[src/rtl/sprite_pos_regs.sv]
`default_nettype none
// ============================================================================
// Module      : sprite_pos_regs
// Description : CPU-visible double-buffered sprite position registers.
//               The CPU writes six shadow registers (mx, my, p1x, p1y, p2x,
//               p2y). It then arms a commit through CTRL. The shadows are
//               copied to the active outputs on the next vertical-sync
//               falling edge, so the VGA stage never sees a half-updated
//               frame. The block also keeps a frame counter that advances
//               on every commit.
// Ports       : clk        - system clock (single domain)
//               reset      - asynchronous active-low reset
//               we / re    - one-cycle CPU write / read strobes
//               addr       - CPU address; 8-word window at BASE_ADDR
//               wdata      - CPU write data
//               rdata      - registered read data (1-cycle latency)
//               v_sync     - active-low vertical sync, clk domain
//               mx..p2y    - active sprite positions
//               frame_irq  - one-cycle pulse on each commit
// Revision    : 1.0 - initial release
// ============================================================================
module sprite_pos_regs #(
  parameter logic [15:0] BASE_ADDR = 16'hFFF0,
  parameter int unsigned X_MAX     = 639,
  parameter int unsigned Y_MAX     = 479
) (
  input  logic        clk,
  input  logic        reset,
  input  logic        we,
  input  logic        re,
  input  logic [15:0] addr,
  input  logic [15:0] wdata,
  output logic [15:0] rdata,
  input  logic        v_sync,
  output logic [15:0] mx,
  output logic [15:0] my,
  output logic [15:0] p1x,
  output logic [15:0] p1y,
  output logic [15:0] p2x,
  output logic [15:0] p2y,
  output logic        frame_irq
);

  localparam logic [15:0] C_X_LIM = 16'(X_MAX);
  localparam logic [15:0] C_Y_LIM = 16'(Y_MAX);

  typedef enum logic [1:0] {
    ST_IDLE  = 2'd0,
    ST_ARMED = 2'd1,
    ST_COPY  = 2'd2
  } state_t;

  state_t      r_state;
  state_t      w_state_nxt;
  logic [15:0] r_shadow [0:5];
  logic [15:0] r_active [0:5];
  logic [15:0] r_frame_cnt;
  logic [15:0] r_rdata;
  logic        r_vs_q;

  logic        w_hit;
  logic [2:0]  w_off;
  logic        w_commit_req;
  logic        w_vsync_fall;
  logic        w_copy;
  logic        w_armed;
  logic        w_vblank;
  logic [15:0] w_wr_val;
  logic [15:0] w_rd_val;

  assign w_hit        = (addr[15:3] == BASE_ADDR[15:3]);
  assign w_off        = addr[2:0];
  assign w_commit_req = we && w_hit && (w_off == 3'd6) && wdata[0];
  assign w_vsync_fall = r_vs_q && !v_sync;
  assign w_copy       = (r_state == ST_COPY);
  assign w_armed      = (r_state == ST_ARMED);
  assign w_vblank     = !r_vs_q;

  // Even offsets hold X coordinates and odd offsets hold Y coordinates.
  // Each value saturates to the limit for its axis.
  always_comb begin
    w_wr_val = wdata;
    if (!w_off[0]) begin
      if (wdata > C_X_LIM) w_wr_val = C_X_LIM;
    end else begin
      if (wdata > C_Y_LIM) w_wr_val = C_Y_LIM;
    end
  end

  always_comb begin
    w_rd_val = 16'h0000;
    case (w_off)
      3'd6:    w_rd_val = {14'b0, w_vblank, w_armed};
      3'd7:    w_rd_val = r_frame_cnt;
      default: w_rd_val = r_shadow[w_off];
    endcase
  end

  // A commit that arrives during COPY re-arms the FSM for the next frame.
  // In ARMED, a repeated commit has no further effect.
  always_comb begin
    w_state_nxt = r_state;
    case (r_state)
      ST_IDLE:  if (w_commit_req) w_state_nxt = ST_ARMED;
      ST_ARMED: if (w_vsync_fall) w_state_nxt = ST_COPY;
      ST_COPY:  w_state_nxt = w_commit_req ? ST_ARMED : ST_IDLE;
      default:  w_state_nxt = ST_IDLE;
    endcase
  end

  always_ff @(posedge clk or negedge reset) begin
    if (!reset) begin
      r_state <= ST_IDLE;
      r_vs_q  <= 1'b1;
    end else begin
      r_state <= w_state_nxt;
      r_vs_q  <= v_sync;
    end
  end

  // The non-blocking copy takes the shadow value from before any write in
  // the same cycle. Likewise, a read that collides with a write returns
  // the old value.
  always_ff @(posedge clk or negedge reset) begin
    if (!reset) begin
      for (int i = 0; i < 6; i++) begin
        r_shadow[i] <= 16'h0000;
        r_active[i] <= 16'h0000;
      end
      r_frame_cnt <= 16'h0000;
      r_rdata     <= 16'h0000;
    end else begin
      if (we && w_hit && (w_off < 3'd6)) r_shadow[w_off] <= w_wr_val;
      if (w_copy) begin
        for (int i = 0; i < 6; i++) r_active[i] <= r_shadow[i];
        r_frame_cnt <= r_frame_cnt + 16'd1;
      end
      if (re && w_hit) r_rdata <= w_rd_val;
    end
  end

  assign rdata     = r_rdata;
  assign mx        = r_active[0];
  assign my        = r_active[1];
  assign p1x       = r_active[2];
  assign p1y       = r_active[3];
  assign p2x       = r_active[4];
  assign p2y       = r_active[5];
  assign frame_irq = w_copy;

endmodule
`default_nettype wire

[config.mk]
export PLATFORM = sky130hd
export DESIGN_NAME = sprite_pos_regs
export DESIGN_NICKNAME = d
export VERILOG_FILES = /design/src/rtl/sprite_pos_regs.sv
export SDC_FILE = /design/constraint.sdc
export NUM_CORES = 1
export LEC_CHECK = 0
export ABC_AREA = 1
export BUFFER_PORTS_ARGS = -buffer_cell sky130_fd_sc_hd__buf_2
export CAP_MARGIN = 0
export CORE_ASPECT_RATIO = 1.75
export CORE_UTILIZATION = 45
export CTS_BUF_LIST = sky130_fd_sc_hd__clkbuf_4
export DETAILED_ROUTE_END_ITERATION = 8
export GPL_ROUTABILITY_DRIVEN = 0
export HOLD_SLACK_MARGIN = 0.06
export PLACE_DENSITY = 0.69
export SYNTH_ARGS = -nofsm -noshare
export SYNTH_HDL_FRONTEND = slang
export SYNTH_SLANG_ARGS = --single-unit
[constraint.sdc]
create_clock -name clk -period 1.4 [get_ports clk]
set_input_delay 0.28 -clock clk [delete_from_list [all_inputs] [get_ports clk]]
set_output_delay 0.28 -clock clk [all_outputs]
set_load 0.1 [all_outputs]
==> flow_summary.json <==
{
  "start_kind": "flop",
  "wl_per_cell_um": 17.1,
  "post_dp_cell_area_um2": 12900,
  "outcome": "complete, but fails checks",
  "setup_violations": 122,
  "synthCells": 1206,
  "synthFlopType": "dfrtp_1",
  "vias": 9372,
  "drc": 0,
  "hold_class": "primary input to flop",
  "worstMarginPinSlew_ns": 0.679,
  "multi_input_area_um2": 3480,
  "clock-sinks": 227,
  "netlist_area_um2": 9820,
  "skew_ns": 0.0649,
  "die_h_um": 197,
  "synth_edf_count": 0,
  "die_area_um2": 22400,
  "failed_checks": "setup timing",
  "grt_pass1_vias": 9126,
  "num_io_pins": 150,
  "yosys-top-cells-count": "nand2_1, dfrtp_1, inv_1",
  "cts-buffers-inserted": 51,
  "power_density_nw_per_um2": 842,
  "fin_crit_sh_pct": 129,
  "drt_wl_total_um": 31500,
  "wl_met1_um": 11400,
  "htreeDepth": 2,
  "cts_root_buffer": "clkbuf_4",
  "avgSynthCellArea_um2": 8.15,
  "first_pass_iters": 6,
  "met3_length_um": 2040,
  "seq_area_um2": 5690,
  "clk_latency_ns": 0.65,
  "vias_per_cell": 5.07,
  "clk_pin_slew_ns": 0.07,
  "hold_viol": 0,
  "cts_buffer_depth": 3,
  "synthTopCellsByArea": "dfrtp_1, nand2_1, inv_1, o21ai_0, nor2_1",
  "cap_violations": 0,
  "synth_cell_type_count": 28,
  "synth_most_common_cell": "nand2_1",
  "wl_met2_um": 16100,
  "io_buffers": 149,
  "total_power_mw": 12.3,
  "grt_pass1_wl_um": 47000,
  "preCtsSetupSlack_ns": -0.404,
  "chipWidth_um": 114,
  "dp_hpwl_um": 20800,
  "rows": 71,
  "ys_warn_count": 0,
  "ys_ff_latch": 227,
  "finalNetCount": 1556,
  "fmax_ghz": 0.554,
  "grt_overflow": 0,
  "design.core.area_um2": 21400,
  "cts_tree": "done",
  "ys_seq_area_share_pct": 57.8,
  "ant_nets": 0,
  "async_reset_ff_share_pct": 100,
  "post-route-util_pct": 68.5,
  "power.leakage_nw": 7.88,
  "antenna_found_initial": 1,
  "peakVddDrop_mv": 0.543,
  "synth_top_cell_by_area": "dfrtp_1",
  "grt_max_degree": 102,
  "drtIter0Drc": 816,
  "synth_top_area_share_pct": 57.6,
  "crit_fanout": 2,
  "area_delta_synth_final_pct": 49.2,
  "tns_ns": -13.02,
  "stdcell_area_um2": 14700,
  "slew_headroom_pct": 54.5,
  "drive_gt1_share_pct": 27.9,
  "report.final.slew_viol_count": 0,
  "setup_slack_ns": -0.405,
  "start_util_pct": 45.9,
  "rsz0062_at_grt": "true",
  "crit_type": "flop to output pin",
  "cp_data_arrival_time_ns": 1.53,
  "nFillCells": 1610,
  "finalCriticalPeriod_ns": 1.81,
  "synth_nets": 1244,
  "track_usage_pct": 27.2,
  "top_layer_used": "met4",
  "required_ns": 1.12,
  "crit_path_end_kind": "output pin"
}
## final cells by class
cell class,count,share of cell area [%]
inverter,144,3.70
tap,292,2.49
timing repair buffer,303,26.9
antenna,1,0.0171
multi-input combinational,791,23.7
sequential,227,38.8
clock inverter,12,0.350
clock buffer,78,3.99
## registers in the layout, summed over array words and instances, names as in the netlist
signal       count
mx              16
my              16
p1x             16
p1y             16
p2x             16
p2y             16
r_frame_cnt     16
r_shadow        96
r_state          2
r_vs_q           1
rdata           16
## power breakdown
group	internal (mW)	switching (mW)	leakage, nW
registers	6.56	0.00328	3.16
clock network	2.54	2.60	0.384
logic	0.230	0.416	4.34
total	9.33	3.02	7.88
## metrics by stage
step | hold slack [ns] | std cells
6_report | 0.120 | 1848
5_1_grt | 0.107 | 1848
4_1_cts | 0.0663 | 1813
3_5_place_dp | 0.253 | 1693
3_3_place_gp | 0.245 | 1693
2_1_floorplan | -0.0156 | 1206
## repair_timing
action	in CTS	in global routing
gates resized for setup	117	40
hold buffers	3	0
endpoints found under the setup margin	120	216
cloned	0	4
endpoints found under the hold margin	230	0
buffers inserted	27	34
pin swaps	7	17
## worst max-delay path, stage by stage, from the launching register on
cell and delay (ns):
dfrtp_1 0.40, buf_6 0.13, nor2_4 0.09, buf_6 0.14, buf_12 0.17
## layer usage
metal / up-vias / global-route usage (%)
met3: 118 / 4.14
met5: - / 0
met4: 0 / 16.5
met2: 434 / 46.7
met1: 4489 / 31.7
li1: 4331 / -
## path summary, 6_finish.rpt
check,start,to,slack [ns],depth (start not counted)
worst max-delay path,r_state[0],frame_irq,-0.41,4
max in group asynchronous,reset,r_shadow[27],0.60,3
min in group asynchronous,reset,r_shadow[16],0.17,2
worst min-delay path,re,rdata[11],0.12,5
worst max register to register,r_shadow[22],rdata[6],-0.23,6
worst min register to register,r_shadow[93],r_shadow[93],0.47,2
## cells in the final DEF (no fill, tap or decap), types with 5 or more instances in the layout
cell type  netlist  final
o211ai_1        16     16
clkbuf_4         0     78
xnor2_1          5      5
inv_2            7     12
nor2_4           3      6
o21ai_0         84     83
nand4_1         18     18
dfrtp_1        226    219
buf_6            0      5
buf_12           0    129
clkinv_1         0      8
nor2_1          40     31
nand3_2          7      8
nor2_2           3      9
inv_1          137    132
xor2_1           6      6
nand3_1         25     23
dfrtp_2          0      7
nand2_1        570    566
buf_4            3    123
buf_2           24     35
## logic make-up (layout without fill, tap and decap cells)
| group | count (synthesis) | after routing | synth area share, % |
|---|---|---|---|
| AOI/OAI and AO/OA | 103 | 103 | 5.71 |
| buffers and inverters | 188 | 537 | 7.60 |
| DFF | 227 | 227 | 57.8 |
| adders and majority gates | 1 | 1 | 0.127 |
| xor gates and xnor gates | 11 | 11 | 0.981 |
| and+or+nand+nor | 676 | 676 | 27.7 |
| other | 0 | 1 | 0 |
Power figures use the tool's default switching activity.
